**config.mk**
```make
export PLATFORM = sky130hd
export DESIGN_NAME = serial_add_ctrl
export DESIGN_NICKNAME = d
export VERILOG_FILES = /design/src/rtl/serial_add_ctrl.sv
export SDC_FILE = /design/constraint.sdc
export NUM_CORES = 1
export LEC_CHECK = 0
export CORE_ASPECT_RATIO = 0.7
export CORE_MARGIN = 4
export CORE_UTILIZATION = 47
export DETAILED_ROUTE_END_ITERATION = 12
export GPL_TIMING_DRIVEN = 0
export PLACE_DENSITY_LB_ADDON = 0.1
export SYNTH_ARGS = -nofsm -noshare
export SYNTH_HDL_FRONTEND = slang
export SYNTH_SLANG_ARGS = --single-unit
export TNS_END_PERCENT = 1
```
**constraint.sdc**
```tcl
create_clock -name clk -period 1.5 [get_ports clk]
set_input_delay 0.3 -clock clk [delete_from_list [all_inputs] [get_ports clk]]
set_output_delay 0.3 -clock clk [all_outputs]
set_load 0.01 [all_outputs]
```
**src/rtl/serial_add_ctrl.sv**
```systemverilog
// Bit-serial adder/subtractor sequencer: one full_adder cell processes a WIDTH-bit
// add or subtract LSB first, one bit per clock, behind a start/done handshake.

module full_adder (
   input  logic a,
   input  logic b,
   input  logic cin,
   output logic s,
   output logic cout
);
   logic axb;

   assign axb  = a ^ b;
   assign s    = axb ^ cin;
   assign cout = (a & b) | (axb & cin);
endmodule

module serial_add_ctrl #(
   parameter int WIDTH = 8
) (
   input  logic             clk,
   input  logic             rst,
   input  logic             start,
   input  logic             sub,
   input  logic [WIDTH-1:0] a,
   input  logic [WIDTH-1:0] b,
   output logic             ready,
   output logic             busy,
   output logic             done,
   output logic [WIDTH-1:0] result,
   output logic             cout,
   output logic             ovf
);
   localparam int CW = (WIDTH > 2) ? $clog2(WIDTH) : 1;

   // One-hot so the handshake outputs come straight from state flops.
   localparam logic [2:0] ST_IDLE = 3'b001;
   localparam logic [2:0] ST_RUN  = 3'b010;
   localparam logic [2:0] ST_DONE = 3'b100;

   logic [2:0]       state_reg,  state_next;
   logic [WIDTH-1:0] a_sh_reg,   a_sh_next;
   logic [WIDTH-1:0] b_sh_reg,   b_sh_next;
   logic [WIDTH-1:1] res_sh_reg, res_sh_next;
   logic             carry_reg,  carry_next;
   logic [CW-1:0]    cnt_reg,    cnt_next;
   logic [WIDTH-1:0] result_reg, result_next;
   logic             cout_reg,   cout_next;
   logic             ovf_reg,    ovf_next;

   logic             fa_s;
   logic             fa_cout;
   logic             last_step;
   logic [WIDTH-1:0] a_shift;
   logic [WIDTH-1:0] b_shift;
   logic [WIDTH-1:0] res_shift;
   logic [WIDTH-1:0] b_load;

   full_adder u_fa (
      .a    (a_sh_reg[0]),
      .b    (b_sh_reg[0]),
      .cin  (carry_reg),
      .s    (fa_s),
      .cout (fa_cout)
   );

   // Subtraction is a + ~b + 1; the +1 enters through the initial carry.
   genvar gi;
   generate
      for (gi = 0; gi < WIDTH; gi++) begin : g_bload
         assign b_load[gi] = b[gi] ^ sub;
      end
      for (gi = 0; gi < WIDTH - 1; gi++) begin : g_shift
         assign a_shift[gi]   = a_sh_reg[gi+1];
         assign b_shift[gi]   = b_sh_reg[gi+1];
         assign res_shift[gi] = res_sh_reg[gi+1];
      end
   endgenerate

   assign a_shift[WIDTH-1]   = 1'b0;
   assign b_shift[WIDTH-1]   = 1'b0;
   assign res_shift[WIDTH-1] = fa_s;

   assign last_step = (cnt_reg == CW'(WIDTH - 1));

   always_comb begin
      state_next  = state_reg;
      a_sh_next   = a_sh_reg;
      b_sh_next   = b_sh_reg;
      res_sh_next = res_sh_reg;
      carry_next  = carry_reg;
      cnt_next    = cnt_reg;
      result_next = result_reg;
      cout_next   = cout_reg;
      ovf_next    = ovf_reg;

      case (state_reg)
         ST_IDLE: begin
            if (start) begin
               a_sh_next  = a;
               b_sh_next  = b_load;
               carry_next = sub;
               cnt_next   = '0;
               state_next = ST_RUN;
            end
         end
         ST_RUN: begin
            a_sh_next   = a_shift;
            b_sh_next   = b_shift;
            res_sh_next = res_shift[WIDTH-1:1];
            carry_next  = fa_cout;
            cnt_next    = cnt_reg + CW'(1);
            if (last_step) begin
               // carry_reg here is the carry into the MSB.
               result_next = res_shift;
               cout_next   = fa_cout;
               ovf_next    = carry_reg ^ fa_cout;
               state_next  = ST_DONE;
            end
         end
         ST_DONE: begin
            state_next = ST_IDLE;
         end
         default: begin
            state_next = ST_IDLE;
         end
      endcase
   end

   always_ff @(posedge clk) begin
      if (rst) begin
         state_reg  <= ST_IDLE;
         a_sh_reg   <= '0;
         b_sh_reg   <= '0;
         res_sh_reg <= '0;
         carry_reg  <= 1'b0;
         cnt_reg    <= '0;
         result_reg <= '0;
         cout_reg   <= 1'b0;
         ovf_reg    <= 1'b0;
      end else begin
         state_reg  <= state_next;
         a_sh_reg   <= a_sh_next;
         b_sh_reg   <= b_sh_next;
         res_sh_reg <= res_sh_next;
         carry_reg  <= carry_next;
         cnt_reg    <= cnt_next;
         result_reg <= result_next;
         cout_reg   <= cout_next;
         ovf_reg    <= ovf_next;
      end
   end

   assign ready  = state_reg[0];
   assign busy   = state_reg[1];
   assign done   = state_reg[2];
   assign result = result_reg;
   assign cout   = cout_reg;
   assign ovf    = ovf_reg;
endmodule

```
==> results.toml <==
[global_route]
grt_overflow = 0
use_met1 = 0.260
use_met2 = 0.307
grt_max_degree = 13
busiest_layer = "met2"
grt_usage = 0.192
use_met3 = 0.0434
grt_pass1_vias = 1635
antenna_found_initial = 0
grt_pass1_wl_um = 7690

[sta]
finalHoldViolCount = 0
finalSetupViolations = 0
setup_slack_ps = 17.4
min_period_ps = 1480
drv_slew = 0
fin_tns_setup_ps = 0
tightest_slew_ps = 537
slew-limit-headroom = 0.642
fmax_mhz = 675
period_share = 0.988
grt_setup_unrepaired = "yes"
finalClockSkew_ps = 6.25

[pwr]
power.density_nw_per_um2 = 955
peakVddDrop_v = 0.000617
p_leak_nw = 0.975

[placed_design]
place_congestion = 0.823
io_buffers = 31
hpwl_um = 3100
dp_worst_setup_slack_ps = -417
placed_area_um2 = 2220

[die]
start_util = 0.506
coreArea_um2 = 3650
die_w_um = 82.9
dieHeight_um = 60.4
rows = 18
die-area_um2 = 5010
pin_count = 33

[worst_hold_path]
hold_end = "cnt_reg[0]"
hp-class = "register to register"
min_path_cells = 1
hp-start = "cnt_reg[0]"

[route]
drt-vias-per-instance = 5.55
antenna_left = 0
drtIter0Drc = 110
vias = 1637
drc = 0
routed_wl_um = 4540
wl_per_cell_um = 15.4
first_pass_iters = 4

[synthesis]
syn_avg_cell_area_um2 = 9.56
synth-seq-cells = 40
synth_cell_types = 36
synth_cells = 193
yosysWarnings = 0
seq_area_frac_synth = 0.434
synth-edff-count = 0
async_flop_share = 0
syn_area_um2 = 1850
synthFlopType = "dfxtp_1"
syn-num-nets = 216

[clock_network]
clock_latency_ps = 280
holdBufCountCts = 0
clockBufferDepth = 2
numClockSinks = 40
htree_levels = 2
cts_root_buf = "clkbuf_8"
clk_pin_slew_worst_paths_ps = 80
cts_tree = "yes"
cts_buffers = 5

[run_status]
outcome = "finished clean"

[worst_setup_path]
cp_common_cell = "buf_6"
timing_worst_setup_path_type = "register to register"
r2r-end = "cnt_reg[1]"
cp_cell_sequence = "buf_6 > or3b_1 > buf_6 > buf_8 > o22ai_2 > a211oi_1"
cp-end-kind = "register"
cp.arrival_ps = 1620
crit_required_ps = 1640
cp_slowest_cell = "or3b_1"
rr_worst_depth = 6
worst-path-max-fanout = 10
rr_startpoint = "state_reg[0]"
slowest_delay_ps = 380
rrSetupSlack_ps = 20
cp-start-kind = "register"
path_buf_inv = 3
cp_top_family = "buffers and inverters"

[finish]
drive_gt1_frac = 0.245
final_util = 0.697
fin_nets = 267
antennaDiodeCount = 0
stdcell_area_um2 = 2540
areaGrowthSynthToFinish_pct = 37.8

[run]
drv_cap = 0
==> cell families after synthesis <==
family	count (synthesis)	share of synthesized area
AND/OR/NAND/NOR	69	0.193
AO/OA/AOI/OAI	50	0.221
adder cells (fa/ha/maj)	3	0.0244
flip-flops	40	0.434
multiplexers	1	0.00542
buffers and inverters	21	0.0800
XOR/XNOR	9	0.0427
==> timing repair <==
item | 4_1_cts | 5_1_grt
pin swaps | 2 | 10
cloned | 2 | 0
buffers inserted | 4 | 9
endpoints found under the hold margin | 0 | 0
endpoints found under the setup margin | 35 | 45
resized for setup | 15 | 23
==> synthesized netlist by cell type (2+ instances only) <==
cell type,number,share of area
dfxtp_1,40,0.43
nand2_1,32,0.065
a21oi_1,17,0.046
nor3_1,16,0.043
a211oi_1,11,0.045
nor2_1,10,0.020
xnor2_1,9,0.043
a2111oi_2,7,0.057
clkbuf_1,7,0.014
o32ai_1,6,0.028
buf_6,4,0.024
o22ai_1,4,0.014
inv_1,3,0.0061
buf_2,2,0.0054
buf_4,2,0.0081
ha_1,2,0.014
o21ai_0,2,0.0054
==> power by group <==
part | internal (mW) | switching (mW) | total, mW
Sequential | 1.12 | 0.0399 | 1.16
Combinational | 0.226 | 0.188 | 0.413
Clock | 0.494 | 0.366 | 0.860
==> placed cells by master (no fill, tap or decap), types with 3 or more instances in the layout <==
cell and n:
a2111oi_2 7, nor3_1 16, clkdlybuf4s50_1 23, clkbuf_1 5
buf_4 15, dfxtp_2 4, dfxtp_1 35, a21oi_2 3
xnor2_1 9, buf_6 4, nand2_1 32, clkbuf_8 5
inv_1 3, o32ai_1 6, dlymetal6s2s_1 6, a211oi_1 11
a21oi_1 14, buf_8 4, nor2_1 10
==> cell type report <==
class	instances	area [um^2]
fill	297	1110
tap	50	62.6
timing repair buffer	46	433
inverter	3	11.3
clock buffer	6	72.6
buffer	16	158
clock inverter	2	35.0
sequential	40	810
multi-input combinational	132	961
==> metal layers <==
layer	up-vias	part of all wire	wire (um)
met1	788	0.49	2220
met2	51	0.46	2070
met4	0	0.0046	21
met5	-	0	0
met3	2	0.050	225
li1	796	-	-
==> worst reg2reg max path, stage by stage, from the launching register on <==
cell and delay (ps):
dfxtp_2 330, buf_6 130, or3b_1 380, buf_6 150, buf_8 140, o22ai_2 140, a211oi_1 70
==> worst max-delay path by stage <==
stage                            start           to  cells past startpoint  slack [ps]
after global routing      state_reg[2]  a_sh_reg[7]                      6         -50
final                     state_reg[0]   cnt_reg[1]                      6          20
after floorplan           state_reg[1]   cnt_reg[1]                      5          40
after detailed placement         start  a_sh_reg[7]                      6        -420
after CTS                 state_reg[0]  b_sh_reg[7]                      6         -30
after global placement           start  b_sh_reg[7]                      6        -390
==> per-stage QoR <==
step | total power, mW | hold WS, ps | instances
3_5_place_dp | 1.54 | 446 | 274
2_1_floorplan | 1.42 | 432 | 193
3_3_place_gp | 1.52 | 442 | 274
5_1_grt | 2.51 | 476 | 295
4_1_cts | 2.40 | 456 | 287
6_report | 2.43 | 454 | 295
No activity file was read; power rests on OpenSTA's default activity.
